[src/rtl/uart_echo_engine.sv]
`default_nettype none
// ============================================================================
// Module   : uart_echo_engine
// Purpose  : Pops words from a UART receive FIFO (first-word-fall-through),
//            transforms each one according to the selected mode, buffers the
//            results in a small internal FIFO and offers them to a UART
//            transmit FIFO.
//
// Ports    : clk        - sole clock, rising edge
//            reset      - asynchronous, active-high reset
//            mode[1:0]  - 00 increment-echo, 01 pass-echo, 10 invert-echo,
//                         11 manual-step (one word per step_tick)
//            step_tick  - one-cycle step request, honoured in mode 11 only
//            rx_empty   - receive FIFO empty flag
//            r_data     - receive FIFO head word
//            rd_uart    - registered one-cycle pop strobe to the receive FIFO
//            tx_full    - transmit FIFO full flag
//            w_data     - word offered to the transmit FIFO (buffer head)
//            wr_uart    - push strobe to the transmit FIFO
//            last_data  - most recent raw word captured from r_data
//            buf_count  - internal buffer occupancy, 0..2**AW
//            rx_cnt     - words popped from rx     (UART_ECHO_STATS_EN only)
//            tx_cnt     - words pushed to tx       (UART_ECHO_STATS_EN only)
//
// Config   : define UART_ECHO_STATS_EN to add the rx_cnt/tx_cnt statistics
//            ports and counters.
//
// Revision : 1.0 - initial release
// ============================================================================
module uart_echo_engine #(
  parameter int DBIT = 8,
  parameter int AW   = 2,
  parameter int INC  = 1
) (
  input  logic            clk,
  input  logic            reset,
  input  logic [1:0]      mode,
  input  logic            step_tick,
  input  logic            rx_empty,
  input  logic [DBIT-1:0] r_data,
  output logic            rd_uart,
  input  logic            tx_full,
  output logic [DBIT-1:0] w_data,
  output logic            wr_uart,
  output logic [DBIT-1:0] last_data,
`ifdef UART_ECHO_STATS_EN
  output logic [15:0]     rx_cnt,
  output logic [15:0]     tx_cnt,
`endif
  output logic [AW:0]     buf_count
);

  // --------------------------------------------------------------------------
  // Constants
  // --------------------------------------------------------------------------
  localparam int            DEPTH      = 1 << AW;
  localparam logic [AW:0]   DEPTH_CNT  = (AW+1)'(DEPTH);
  localparam logic [DBIT-1:0] INC_W    = DBIT'(INC);

  localparam logic [1:0]    MODE_INC   = 2'b00;
  localparam logic [1:0]    MODE_PASS  = 2'b01;
  localparam logic [1:0]    MODE_INV   = 2'b10;
  localparam logic [1:0]    MODE_STEP  = 2'b11;

  localparam logic [1:0]    ST_IDLE    = 2'd0;
  localparam logic [1:0]    ST_POP     = 2'd1;
  localparam logic [1:0]    ST_GAP     = 2'd2;

  // --------------------------------------------------------------------------
  // State
  // --------------------------------------------------------------------------
  logic [1:0]      state_q, state_d;
  logic            rd_uart_q;
  logic            step_pending_q, step_pending_d;
  logic [AW-1:0]   wr_ptr_q, rd_ptr_q;
  logic [AW:0]     count_q, count_d;
  logic [DBIT-1:0] last_data_q;
  logic [DBIT-1:0] mem_q [DEPTH];

  logic            push_w;
  logic            pop_w;
  logic [DBIT-1:0] xform_w;

  // --------------------------------------------------------------------------
  // Read FSM: IDLE decides, POP captures, GAP lets rx_empty settle.
  // --------------------------------------------------------------------------
  always_comb begin
    state_d = state_q;
    case (state_q)
      ST_IDLE: begin
        if (!rx_empty && (count_q < DEPTH_CNT) &&
            ((mode != MODE_STEP) || step_pending_q)) begin
          state_d = ST_POP;
        end
      end
      ST_POP:  state_d = ST_GAP;
      ST_GAP:  state_d = ST_IDLE;
      default: state_d = ST_IDLE;
    endcase
  end

  // Step requests are not queued: a tick only arms an idle request in mode 11.
  // Leaving mode 11 or consuming the request in POP disarms it.
  always_comb begin
    step_pending_d = step_pending_q;
    if (mode != MODE_STEP) begin
      step_pending_d = 1'b0;
    end else if (state_q == ST_POP) begin
      step_pending_d = 1'b0;
    end else if (step_tick) begin
      step_pending_d = 1'b1;
    end
  end

  // Transform is evaluated with the mode in force at capture time, so a mode
  // change never touches words already sitting in the buffer.
  always_comb begin
    xform_w = r_data;
    case (mode)
      MODE_INC:  xform_w = r_data + INC_W;
      MODE_PASS: xform_w = r_data;
      MODE_INV:  xform_w = ~r_data;
      MODE_STEP: xform_w = r_data + INC_W;
      default:   xform_w = r_data;
    endcase
  end

  // --------------------------------------------------------------------------
  // Buffer control
  // --------------------------------------------------------------------------
  // The IDLE gate already guaranteed space; occupancy cannot grow between the
  // decision and POP because only one push happens per three cycles.
  assign push_w = (state_q == ST_POP);
  assign pop_w  = (count_q != '0) && !tx_full;

  always_comb begin
    count_d = count_q;
    case ({push_w, pop_w})
      2'b10:   count_d = count_q + (AW+1)'(1);
      2'b01:   count_d = count_q - (AW+1)'(1);
      default: count_d = count_q;
    endcase
  end

  always_ff @(posedge clk or posedge reset) begin
    if (reset) begin
      state_q        <= ST_IDLE;
      rd_uart_q      <= 1'b0;
      step_pending_q <= 1'b0;
      wr_ptr_q       <= '0;
      rd_ptr_q       <= '0;
      count_q        <= '0;
      last_data_q    <= '0;
    end else begin
      state_q        <= state_d;
      // Registered strobe that is high exactly while the FSM sits in POP.
      rd_uart_q      <= (state_d == ST_POP);
      step_pending_q <= step_pending_d;
      count_q        <= count_d;
      if (push_w) begin
        wr_ptr_q    <= wr_ptr_q + AW'(1);
        last_data_q <= r_data;
      end
      if (pop_w) begin
        rd_ptr_q <= rd_ptr_q + AW'(1);
      end
    end
  end

  // Storage needs no reset: occupancy and pointers define which words exist.
  always_ff @(posedge clk) begin
    if (push_w) begin
      mem_q[wr_ptr_q] <= xform_w;
    end
  end

  // --------------------------------------------------------------------------
  // Optional statistics
  // --------------------------------------------------------------------------
`ifdef UART_ECHO_STATS_EN
  logic [15:0] rx_cnt_q;
  logic [15:0] tx_cnt_q;

  always_ff @(posedge clk or posedge reset) begin
    if (reset) begin
      rx_cnt_q <= '0;
      tx_cnt_q <= '0;
    end else begin
      if (push_w) begin
        rx_cnt_q <= rx_cnt_q + 16'd1;
      end
      if (pop_w) begin
        tx_cnt_q <= tx_cnt_q + 16'd1;
      end
    end
  end

  assign rx_cnt = rx_cnt_q;
  assign tx_cnt = tx_cnt_q;
`endif

  // --------------------------------------------------------------------------
  // Outputs
  // --------------------------------------------------------------------------
  assign rd_uart   = rd_uart_q;
  assign w_data    = mem_q[rd_ptr_q];
  assign wr_uart   = pop_w;
  assign last_data = last_data_q;
  assign buf_count = count_q;

endmodule
`default_nettype wire
[config.mk]
export PLATFORM = sky130hd
export DESIGN_NAME = uart_echo_engine
export DESIGN_NICKNAME = d
export VERILOG_FILES = /design/src/rtl/uart_echo_engine.sv
export SDC_FILE = /design/constraint.sdc
export NUM_CORES = 1
export LEC_CHECK = 0
export CAP_MARGIN = 30
export CORE_MARGIN = 2
export CORE_UTILIZATION = 53
export CTS_CLUSTER_SIZE = 12
export DETAILED_ROUTE_END_ITERATION = 8
export PLACE_DENSITY_LB_ADDON = 0.25
export SYNTH_ARGS = -nofsm -noshare
export SYNTH_HDL_FRONTEND = slang
export SYNTH_SLANG_ARGS = --single-unit
[constraint.sdc]
create_clock -name clk -period 2.05 [get_ports clk]
set_input_delay 0.205 -clock clk [delete_from_list [all_inputs] [get_ports clk]]
set_output_delay 0.205 -clock clk [all_outputs]
set_load 0.005 [all_outputs]
==> summary.md <==
The floorplan step set the die width to 69.96 um. The sum of buffers and inverters on the critical path was 2; the area used by multi-input combinational logic was 793.3 um^2. The area of placed instances was 0.002751 mm^2. Across the run, the number of max-cap violations was 0.

The finished cells cover 0.002877 mm^2. Starting utilization of the core area: 56.43%. Worst reg2reg path startpoint: buf_count[2]. The clock tree synthesis step divided the H-tree into 2 levels. The net load switching power was 956.9 uW.

In this run the worst hold path is classified as primary input to async pin. Of the total power, the share spent switching nets is 28.44%. The congestion estimate from routability-driven global placement came to 0.7595. The leakage power was 1.117 nW. Setup repair after global routing could not meet its margin everywhere. The logs give 232 for the number of nets at the end of the flow and 246 for the cell count after placement.

The combinational cell fraction of total power was 39.0%. Register area share after synthesis: 62.29%. The HPWL after detailed placement is 3.032 mm, and the count of pins over their slew limit is 0. The synthesis-to-finish area growth was 24.74%; the final antenna diode count was 0.

The logs give 0.004894 mm^2 for the area of the die and 0 for the total DRC errors in the routed layout. For this block, the initial DRC count from the detailed router was 148. For the initial antenna violation count, the log shows 0. The number of nets handed over by synthesis was 184. Walking the worst path, the cells encountered are buf_6 > mux4_2 > clkdlybuf4s50_1. The clock transition at the registers of the reported paths was 0.08 ns. The internal power of the cells totals 2.408 mW. TritonCTS built the clock tree. In the finished design, the share of the clock period the worst path needs comes to 96.75%.

In this run, CTS created clock tree buffers numbering 5. The Yosys step of the flow raised 0 warnings. At the pin with the least slew margin, the transition time is 0.7296 ns.

In this run the core area contains 23 standard-cell rows. The wire length of the first global-routing pass was 6.851 mm. The share of total power dissipated in sequential elements is 44.7%. Headroom to the max-slew limit came out at 51.31%.

The setup check on the worst reg-to-reg path leaves a slack of 0.20 ns. CTS placed an instance of sky130_fd_sc_hd__clkbuf_8 at the clock tree root. In this run the worst setup path begins at rd_ptr_q[0]. On the worst path, the slowest cell contributes a delay of 0.50 ns. The logs give 0.31 ns for the clock network latency to the later pin of the worst-skew pair and 18.74% for the total routing usage reported by global routing. The average wire per cell in the routed design was 15.75 um. The via count of the first global-routing pass is 1377, and the y dimension of the die is 69.96 um.

Counting distinct cell types in the post-synthesis netlist gives 31. Data arrives at the worst endpoint at 1.78 ns. For this design the ratio of total power to cell area is 1170 mW/mm^2.

The sequential cells in the finished layout cover a total of 0.001438 mm^2. Power comes to 3.365 mW. Data on the critical path is required at its endpoint by 1.85 ns.

For the final hold violation count, the log shows 0. On the final layout, the worst clock skew is 0.007453 ns. The cell family contributing the most delay on the critical path is buffers and inverters. The run gives 159 as the number of instances in the synthesized netlist. The final layout contains routed wiring with a total length of 4.064 mm. Entering global routing, the biggest net connects 20 pins. The first detailed-routing pass ran for 4 iterations.

Input and output buffers added on the ports amount to 35. Critical setup path kind: flip-flop to primary output. During I/O placement, the number of pins put on the boundary was 36. Based on the critical path, the design can be clocked at up to 504.2 MHz.

The via count of the routed design came out at 1430. The fraction of final layout cells sized beyond drive strength 1 came out at 17.79%. The tools report the worst supply voltage drop on vdd as 674.2 uV.

The synthesis-stage register bit count was 51. For the area of the core, the log shows 0.004086 mm^2. Summing every instance area after synthesis gives 0.002306 mm^2. In the routed layout, each cell is associated on average with a via count of 5.543. In this run the worst path has a maximum fanout of 5. The flow ran to the end, and the final reports show no timing, DRC or antenna violations. The smallest clock period supported by the final layout is computed as 1.983 ns. The nature of the critical path endpoint is a primary output. The tools report the non-filler instance count after layout as 258. The tools report the number of clock sinks as 51. The fill cell instance count of the final layout was 279. The maximum buffer depth of the clock tree came out at 2. Kind of launch point of the worst setup path: a flip-flop.

For the final count of negative-setup-slack endpoints, the log shows 0. The number of cells on the worst reg-to-reg path is 8. For the final global-route overflow total, the log shows 0. The share of power burned in the clock network was 16.3%. In this run the mean area of a mapped cell was 14.50 um^2. The endpoint identified for the worst register-to-register timing path is buf_count[2]. The cell with the biggest individual delay on the critical path was sky130_fd_sc_hd__mux4_2. Once detail routing completed, the nets flagged for antenna violations numbered 0.
-- cells in the final DEF, fill, tap and decap left out, types with 2 or more instances in the layout --
cell                              instances
sky130_fd_sc_hd__clkdlybuf4s50_1         33
sky130_fd_sc_hd__edfxtp_1                32
sky130_fd_sc_hd__dfrtp_1                 18
sky130_fd_sc_hd__inv_1                   13
sky130_fd_sc_hd__buf_4                   10
sky130_fd_sc_hd__o21ai_0                  9
sky130_fd_sc_hd__ha_1                     9
sky130_fd_sc_hd__mux2_2                   8
sky130_fd_sc_hd__mux4_2                   8
sky130_fd_sc_hd__nand2_1                  7
sky130_fd_sc_hd__a21oi_1                  6
sky130_fd_sc_hd__clkbuf_8                 5
sky130_fd_sc_hd__nor2_1                   4
sky130_fd_sc_hd__xor2_1                   4
sky130_fd_sc_hd__or4_1                    4
sky130_fd_sc_hd__and2_1                   4
sky130_fd_sc_hd__nand3_1                  3
sky130_fd_sc_hd__o211ai_1                 3
sky130_fd_sc_hd__nand3b_1                 3
sky130_fd_sc_hd__nor2b_1                  2
sky130_fd_sc_hd__xnor2_1                  2
sky130_fd_sc_hd__nand2b_1                 2
sky130_fd_sc_hd__a41oi_1                  2
sky130_fd_sc_hd__or3_1                    2
sky130_fd_sc_hd__buf_6                    2
-- worst max path at each step --
stage	end	depth (start not counted)
2_1_floorplan	buf_count[2]	10
3_3_place_gp	mem_q[0][6]	6
3_5_place_dp	mem_q[1][6]	6
4_1_cts	w_data[1]	3
5_1_grt	w_data[3]	3
6_report	w_data[3]	3
-- layer usage --
metal / wire length (um) / track usage (%)
met1: 1646 / 22.55
met2: 2127 / 31.75
met5: 0 / 0
met3: 212 / 5.339
met4: 77 / 7.692
-- repair_timing --
item / 4_1_cts / 5_1_grt
setup buffers: 2 / 2
hold buffers: 0 / 0
gates resized for setup: 2 / 5
endpoints found under the setup margin: 8 / 7
-- metrics by stage --
stage | TNS, ns | hold WS, ns | utilization, % | setup slack [ns]
final | 0 | 0.3282 | 70.39 | 0.06653
after global routing | -0.003062 | 0.3708 | 70.39 | -0.003062
after CTS | 0 | 0.3469 | 69.72 | 0.005728
after detailed placement | -0.03413 | 0.4940 | 67.33 | -0.008584
after global placement | 0 | 0.4932 | 67.33 | 0.08213
after floorplan | 0 | 0.1561 | - | 0.1728
-- final cells by class --
type                       count  area share [%]
tap                           50           2.175
multi-input combinational     89           27.58
inverter                      13           1.696
sequential                    51           49.98
clock buffer                   6           2.523
timing repair buffer          47           15.62
clock inverter                 2          0.4350
-- power by group through the flow --
| stage | clock, mW | sequential (mW) | combinational, mW |
|---|---|---|---|
| 2_1_floorplan | 0 | 1.47 | 0.688 |
| 3_3_place_gp | 0 | 1.56 | 1.17 |
| 3_5_place_dp | 0 | 1.58 | 1.22 |
| 4_1_cts | 0.564 | 1.51 | 1.30 |
| 5_1_grt | 0.612 | 1.54 | 1.43 |
| 6_report | 0.548 | 1.50 | 1.31 |
-- cell families after synthesis --
kind of cell | Yosys count | share of synthesized area [%]
DFF | 51 | 62.29
and+or+nand+nor | 34 | 8.518
AOI/OAI and AO/OA | 22 | 5.697
buffers and inverters | 19 | 3.310
muxes | 17 | 12.15
adders and majority gates | 10 | 5.752
xor gates and xnor gates | 6 | 2.279
-- synth_stat cells --
library cell	number	share of area (%)
sky130_fd_sc_hd__xnor2_1	2	0.76
sky130_fd_sc_hd__buf_2	4	0.87
sky130_fd_sc_hd__or4_1	4	1.3
sky130_fd_sc_hd__nand2_1	7	1.1
sky130_fd_sc_hd__mux4_2	8	7.8
sky130_fd_sc_hd__or3_1	2	0.54
sky130_fd_sc_hd__a221oi_1	1	0.38
sky130_fd_sc_hd__o211ai_1	3	0.98
sky130_fd_sc_hd__nand3_1	3	0.65
sky130_fd_sc_hd__mux2i_1	1	0.43
sky130_fd_sc_hd__nand3b_1	3	0.98
sky130_fd_sc_hd__fa_1	1	0.87
sky130_fd_sc_hd__and2_1	4	1.1
sky130_fd_sc_hd__xor2_1	4	1.5
sky130_fd_sc_hd__nor2b_1	2	0.54
sky130_fd_sc_hd__buf_1	1	0.16
sky130_fd_sc_hd__o31ai_1	1	0.33
sky130_fd_sc_hd__nor2_1	4	0.65
sky130_fd_sc_hd__edfxtp_1	32	42
sky130_fd_sc_hd__ha_1	9	4.9
sky130_fd_sc_hd__inv_1	13	2.1
sky130_fd_sc_hd__nand4_2	1	0.54
sky130_fd_sc_hd__dfrtp_1	19	21
sky130_fd_sc_hd__nor3_1	1	0.22
sky130_fd_sc_hd__o21ai_0	9	2.0
sky130_fd_sc_hd__a21oi_1	6	1.3
sky130_fd_sc_hd__nand2b_1	2	0.54
sky130_fd_sc_hd__mux2_2	8	3.9
sky130_fd_sc_hd__nor3b_1	1	0.33
sky130_fd_sc_hd__a41oi_1	2	0.76
sky130_fd_sc_hd__clkbuf_1	1	0.16
-- flip-flops by register name (all words and copies together) (netlist names) --
name            cells
wr_ptr_q            2
buf_count           3
rd_ptr_q            2
state_q             2
step_pending_q      1
mem_q              32
last_data           8
rd_uart             1
Power figures use the tool's default switching activity.
